<file path="src/rtl/ram_vga_arbiter.sv">
// Per-cycle arbiter for the shared 256x32 data RAM: CPU load/store port vs VGA pixel fetch.
// VGA wins conflicts in active video, CPU in blanking; a stall counter bounds CPU starvation.
module ram_vga_arbiter #(
    parameter int ADDR_W   = 8,
    parameter int DATA_W   = 32,
    parameter int MAX_WAIT = 4
) (
    input  logic              clk,
    input  logic              rst,
    input  logic              cpu_req,
    input  logic              cpu_we,
    input  logic [ADDR_W-1:0] cpu_addr,
    input  logic [DATA_W-1:0] cpu_wdata,
    output logic              cpu_gnt,
    output logic              cpu_rvalid,
    output logic [DATA_W-1:0] cpu_rdata,
    input  logic              vga_req,
    input  logic [ADDR_W-1:0] vga_addr,
    input  logic              vga_active,
    output logic              vga_gnt,
    output logic              vga_rvalid,
    output logic [DATA_W-1:0] vga_rdata,
    output logic              ram_en,
    output logic              ram_we,
    output logic [ADDR_W-1:0] ram_addr,
    output logic [DATA_W-1:0] ram_wdata,
    input  logic [DATA_W-1:0] ram_rdata,
    output logic [15:0]       conflicts
);

    typedef enum logic [1:0] {
        OWN_NONE = 2'd0,
        OWN_CPU  = 2'd1,
        OWN_VGA  = 2'd2
    } owner_t;

    localparam logic [3:0] WAIT_MAX = 4'(MAX_WAIT);

    logic [3:0] wait_cnt;
    owner_t     owner;
    owner_t     owner_nxt;
    logic       both_req;

    assign both_req = cpu_req & vga_req;

    // Grant decision; everything is held off while reset is asserted so a
    // write presented in the reset cycle never reaches the RAM.
    always_comb begin
        cpu_gnt = 1'b0;
        vga_gnt = 1'b0;
        if (!rst) begin
            if (both_req) begin
                if (wait_cnt == WAIT_MAX || !vga_active)
                    cpu_gnt = 1'b1;
                else
                    vga_gnt = 1'b1;
            end else begin
                cpu_gnt = cpu_req;
                vga_gnt = vga_req;
            end
        end
    end

    always_comb begin
        ram_en    = cpu_gnt | vga_gnt;
        ram_we    = cpu_gnt & cpu_we;
        ram_addr  = '0;
        ram_wdata = '0;
        if (cpu_gnt) begin
            ram_addr  = cpu_addr;
            ram_wdata = cpu_wdata;
        end else if (vga_gnt) begin
            ram_addr  = vga_addr;
        end
    end

    always_ff @(posedge clk or posedge rst) begin
        if (rst)
            wait_cnt <= 4'd0;
        else if (cpu_req && !cpu_gnt) begin
            if (wait_cnt != WAIT_MAX)
                wait_cnt <= wait_cnt + 4'd1;
        end else
            wait_cnt <= 4'd0;
    end

    // Owner tag steers the RAM's 1-cycle-late read data to the right requester.
    always_ff @(posedge clk or posedge rst) begin
        if (rst)
            owner <= OWN_NONE;
        else
            owner <= owner_nxt;
    end

    always_comb begin
        owner_nxt = OWN_NONE;
        if (cpu_gnt && !cpu_we)
            owner_nxt = OWN_CPU;
        else if (vga_gnt)
            owner_nxt = OWN_VGA;
    end

    assign cpu_rvalid = (owner == OWN_CPU);
    assign vga_rvalid = (owner == OWN_VGA);
    assign cpu_rdata  = cpu_rvalid ? ram_rdata : '0;
    assign vga_rdata  = vga_rvalid ? ram_rdata : '0;

    always_ff @(posedge clk or posedge rst) begin
        if (rst)
            conflicts <= 16'd0;
        else if (both_req && conflicts != 16'hFFFF)
            conflicts <= conflicts + 16'd1;
    end

endmodule

</file>
<file path="config.mk">
export PLATFORM = sky130hd
export DESIGN_NAME = ram_vga_arbiter
export DESIGN_NICKNAME = d
export VERILOG_FILES = /design/src/rtl/ram_vga_arbiter.sv
export SDC_FILE = /design/constraint.sdc
export NUM_CORES = 1
export LEC_CHECK = 0
export CORE_ASPECT_RATIO = 1.75
export CORE_MARGIN = 2
export CORE_UTILIZATION = 25
export CTS_BUF_LIST = sky130_fd_sc_hd__clkbuf_16
export CTS_CLUSTER_SIZE = 20
export DETAILED_ROUTE_END_ITERATION = 10
export GPL_TIMING_DRIVEN = 0
export MAX_ROUTING_LAYER = met4
export PLACE_DENSITY_LB_ADDON = 0.1
export SYNTH_ARGS = -nofsm -noshare
export SYNTH_HDL_FRONTEND = slang
export SYNTH_SLANG_ARGS = --single-unit
export TNS_END_PERCENT = 10
</file>
<file path="constraint.sdc">
create_clock -name clk -period 2.9 [get_ports clk]
set_input_delay 0.87 -clock clk [delete_from_list [all_inputs] [get_ports clk]]
set_output_delay 0.87 -clock clk [all_outputs]
set_load 0.02 [all_outputs]
</file>
==> impl_metrics.json <==
{
  "ctsHoldBuffers": 0,
  "powerDensity_mw_per_mm2": 334,
  "grt.met1_usage_pct": 26.1,
  "gp_congestion": 0.823,
  "use_met2_pct": 34.5,
  "post_route_cells_drive_above_1_share_pct": 19.3,
  "peakVddDrop_mv": 0.460,
  "io_pins": 212,
  "area_growth_pct": 114,
  "syn_nets": 313,
  "p_clk_share_pct": 21.4,
  "worst_pin_slew_ns": 0.850,
  "multi_input_area_sq_mm": 0.00134,
  "die_h_um": 120,
  "diodes": 0,
  "grt_overflow": 0,
  "rows": 42,
  "holdWs_ns": 0.533,
  "synth-edff-count": 0,
  "report.final.slew_viol_count": 0,
  "p_int_uw": 880,
  "ys_seq_area_share_pct": 28.7,
  "yosys-top-cells-count": "and2_1, dfrtp_1",
  "p_sw_share_pct": 35.7,
  "viasPerCell": 4.55,
  "stdcell_area_sq_mm": 0.00410,
  "coreArea_sq_mm": 0.00751,
  "drt-total-wl_um": 8730,
  "power_uw": 1370,
  "net-switching-power_uw": 489,
  "ant_nets": 0,
  "place_area_sq_mm": 0.00413,
  "cts_tree": "done",
  "clk_pin_slew_worst_paths_ns": 0.06,
  "drt-wirelength-per-cell_um": 16.3,
  "drtIter0Drc": 54,
  "clk_path_buf_depth": 2,
  "setup_ws_ns": 0.0605,
  "maxSlewHeadroom_pct": 43.3,
  "clkSinkCount": 22,
  "hpwl_um": 7080,
  "antenna_found_initial": 0,
  "synth_cells": 224,
  "synth_ff_type": "dfrtp_1",
  "yosysWarnings": 0,
  "cap_violations": 0,
  "yosys.area.top_type": "and2_1",
  "synth_seq_cells": 22,
  "portBuffers": 209,
  "fmax_mhz": 352,
  "power_leakage_uw": 0.00214,
  "grt_use_met3_pct": 4.37,
  "final_core_util_pct": 54.6,
  "min_path_type": "reg -> reg",
  "clock-root-buffer": "clkbuf_16",
  "clock_latency_ns": 0.26,
  "skew_ns": 0.00407,
  "fp.dieW_um": 70.2,
  "grt_start_max_net_pins": 23,
  "rsz0062_at_grt": "no",
  "combinationalPowerShare_pct": 46.8,
  "firstDrtPassIters": 4,
  "seq_power_share_pct": 31.8,
  "yosysMostFrequentCell": "and2_1",
  "crit_fanout": 8,
  "drc": 0,
  "min_period_ns": 2.84,
  "arrival_ns": 1.97,
  "post-route-period-util_pct": 97.9,
  "regArea_sq_um": 551,
  "synth_cell_type_count": 34,
  "yosysTopAreaCellShare_pct": 31.7,
  "avgSynthCellArea_sq_um": 8.56,
  "busiest_layer": "met2",
  "start_util_pct": 25.5,
  "setup_viol": 0,
  "grt_pass1_vias": 2361,
  "cp-start-kind": "primary input",
  "status": "finished clean",
  "dr_total_vias": 2432,
  "finish.net_count": 536,
  "cts_max_level": 1,
  "cts_buffers": 3,
  "hold_viol": 0,
  "async_reset_ff_share_pct": 100,
  "end_kind": "output port",
  "gr-usage-all-layers_pct": 20.7,
  "dp_slack_ns": -0.983,
  "nFillCells": 741,
  "yosys-top-cells-area": "and2_1, dfrtp_1, a22o_1",
  "grt_pass1_wl_um": 13400,
  "synth_area_sq_mm": 0.00192,
  "required_ns": 2.03,
  "die_area_sq_mm": 0.00841,
  "worst-setup-path-type": "in -> out"
}
[power groups by stage]
stage               logic (uW)  clock network, uW  registers, uW
floorplan                  242                  0            480
global placement           641                  0            438
detailed placement         648                  0            440
CTS                        633                296            434
global route               689                315            444
finish                     641                293            435
[layer usage]
metal / up-vias / wire length (um)
li1: 1197 / -
met1: 1095 / 3720
met2: 133 / 4220
met3: 7 / 694
met4: 0 / 94
met5: - / 0
[cell type report]
cell class              instances  area share [%]
multi-input cells             186            32.5
repair buffers                218            46.9
well taps                      88            2.68
clock buffers                   3            1.83
clock inverters                 1          0.0915
flip-flops and latches         22            13.4
inverters                       4           0.366
plain buffers                  12            2.16
[metrics by stage]
stage	TNS [ns]	instances
global placement	-40.72	521
global route	0	534
CTS	-0.695	530
floorplan	0	224
detailed placement	-42.06	521
finish	0	534
[registers in the layout (all words and copies together), names as in the netlist]
register and flops:
conflicts 16, wait_cnt 4, owner 2
[final timing paths]
check / from / to / slack (ns) / cells after the start
worst max register to register: conflicts[0] / conflicts[1] / 1.02 / 5
min in group asynchronous: rst / wait_cnt[0] / 0.86 / 2
worst min-delay path: conflicts[3] / conflicts[3] / 0.53 / 1
worst max-delay path: vga_req / ram_addr[0] / 0.06 / 7
worst min register to register: conflicts[3] / conflicts[3] / 0.53 / 1
max in group asynchronous: rst / conflicts[7] / 1.51 / 2
[kinds of logic (layout without fill, tap and decap cells)]
group	count (synthesis)	count (layout)	share of synthesized area [%]
muxes	2	2	1.37
xor gates and xnor gates	13	13	5.94
DFF	22	22	28.7
AOI/OAI and AO/OA	17	17	7.38
and+or+nand+nor	151	151	51.2
adders and majority gates	3	3	1.96
buffers and inverters	16	238	3.39
[placed cells by master, fill, tap and decap left out, types with 2 or more instances in the layout]
cell	netlist	layout
clkdlybuf4s50_1	0	100
and2_1	97	93
dlygate4sd2_1	0	65
buf_2	3	30
dfrtp_1	22	22
buf_4	0	15
xor2_1	8	8
nor2_1	8	8
buf_6	0	8
a22o_1	8	8
nand3_1	7	7
nand2_1	7	7
nor4_1	6	6
a21oi_1	5	5
xnor2_1	5	5
clkbuf_2	1	5
nor3_1	4	4
and2_4	0	4
nand4_1	3	3
and4_1	3	3
inv_2	0	3
clkbuf_1	8	3
clkbuf_16	0	3
nand4_2	2	2
nor4_4	2	2
nand2b_1	2	2
clkbuf_8	0	2
nor2b_2	0	2
a31oi_1	2	2
ha_1	3	2
[critical path: stages]
cell	delay [ns]
buf_2	0.19
a311oi_4	0.11
buf_6	0.15
buf_4	0.14
buf_4	0.13
a22o_1	0.22
buf_4	0.15
[what timing repair did]
action / 4_1_cts / 5_1_grt
setup endpoints to repair: 109 / 43
gates resized for setup: 262 / 24
pin swaps: 2 / 1
setup buffers: 5 / 3
cloned: 0 / 1
Power figures use the tool's default switching activity.
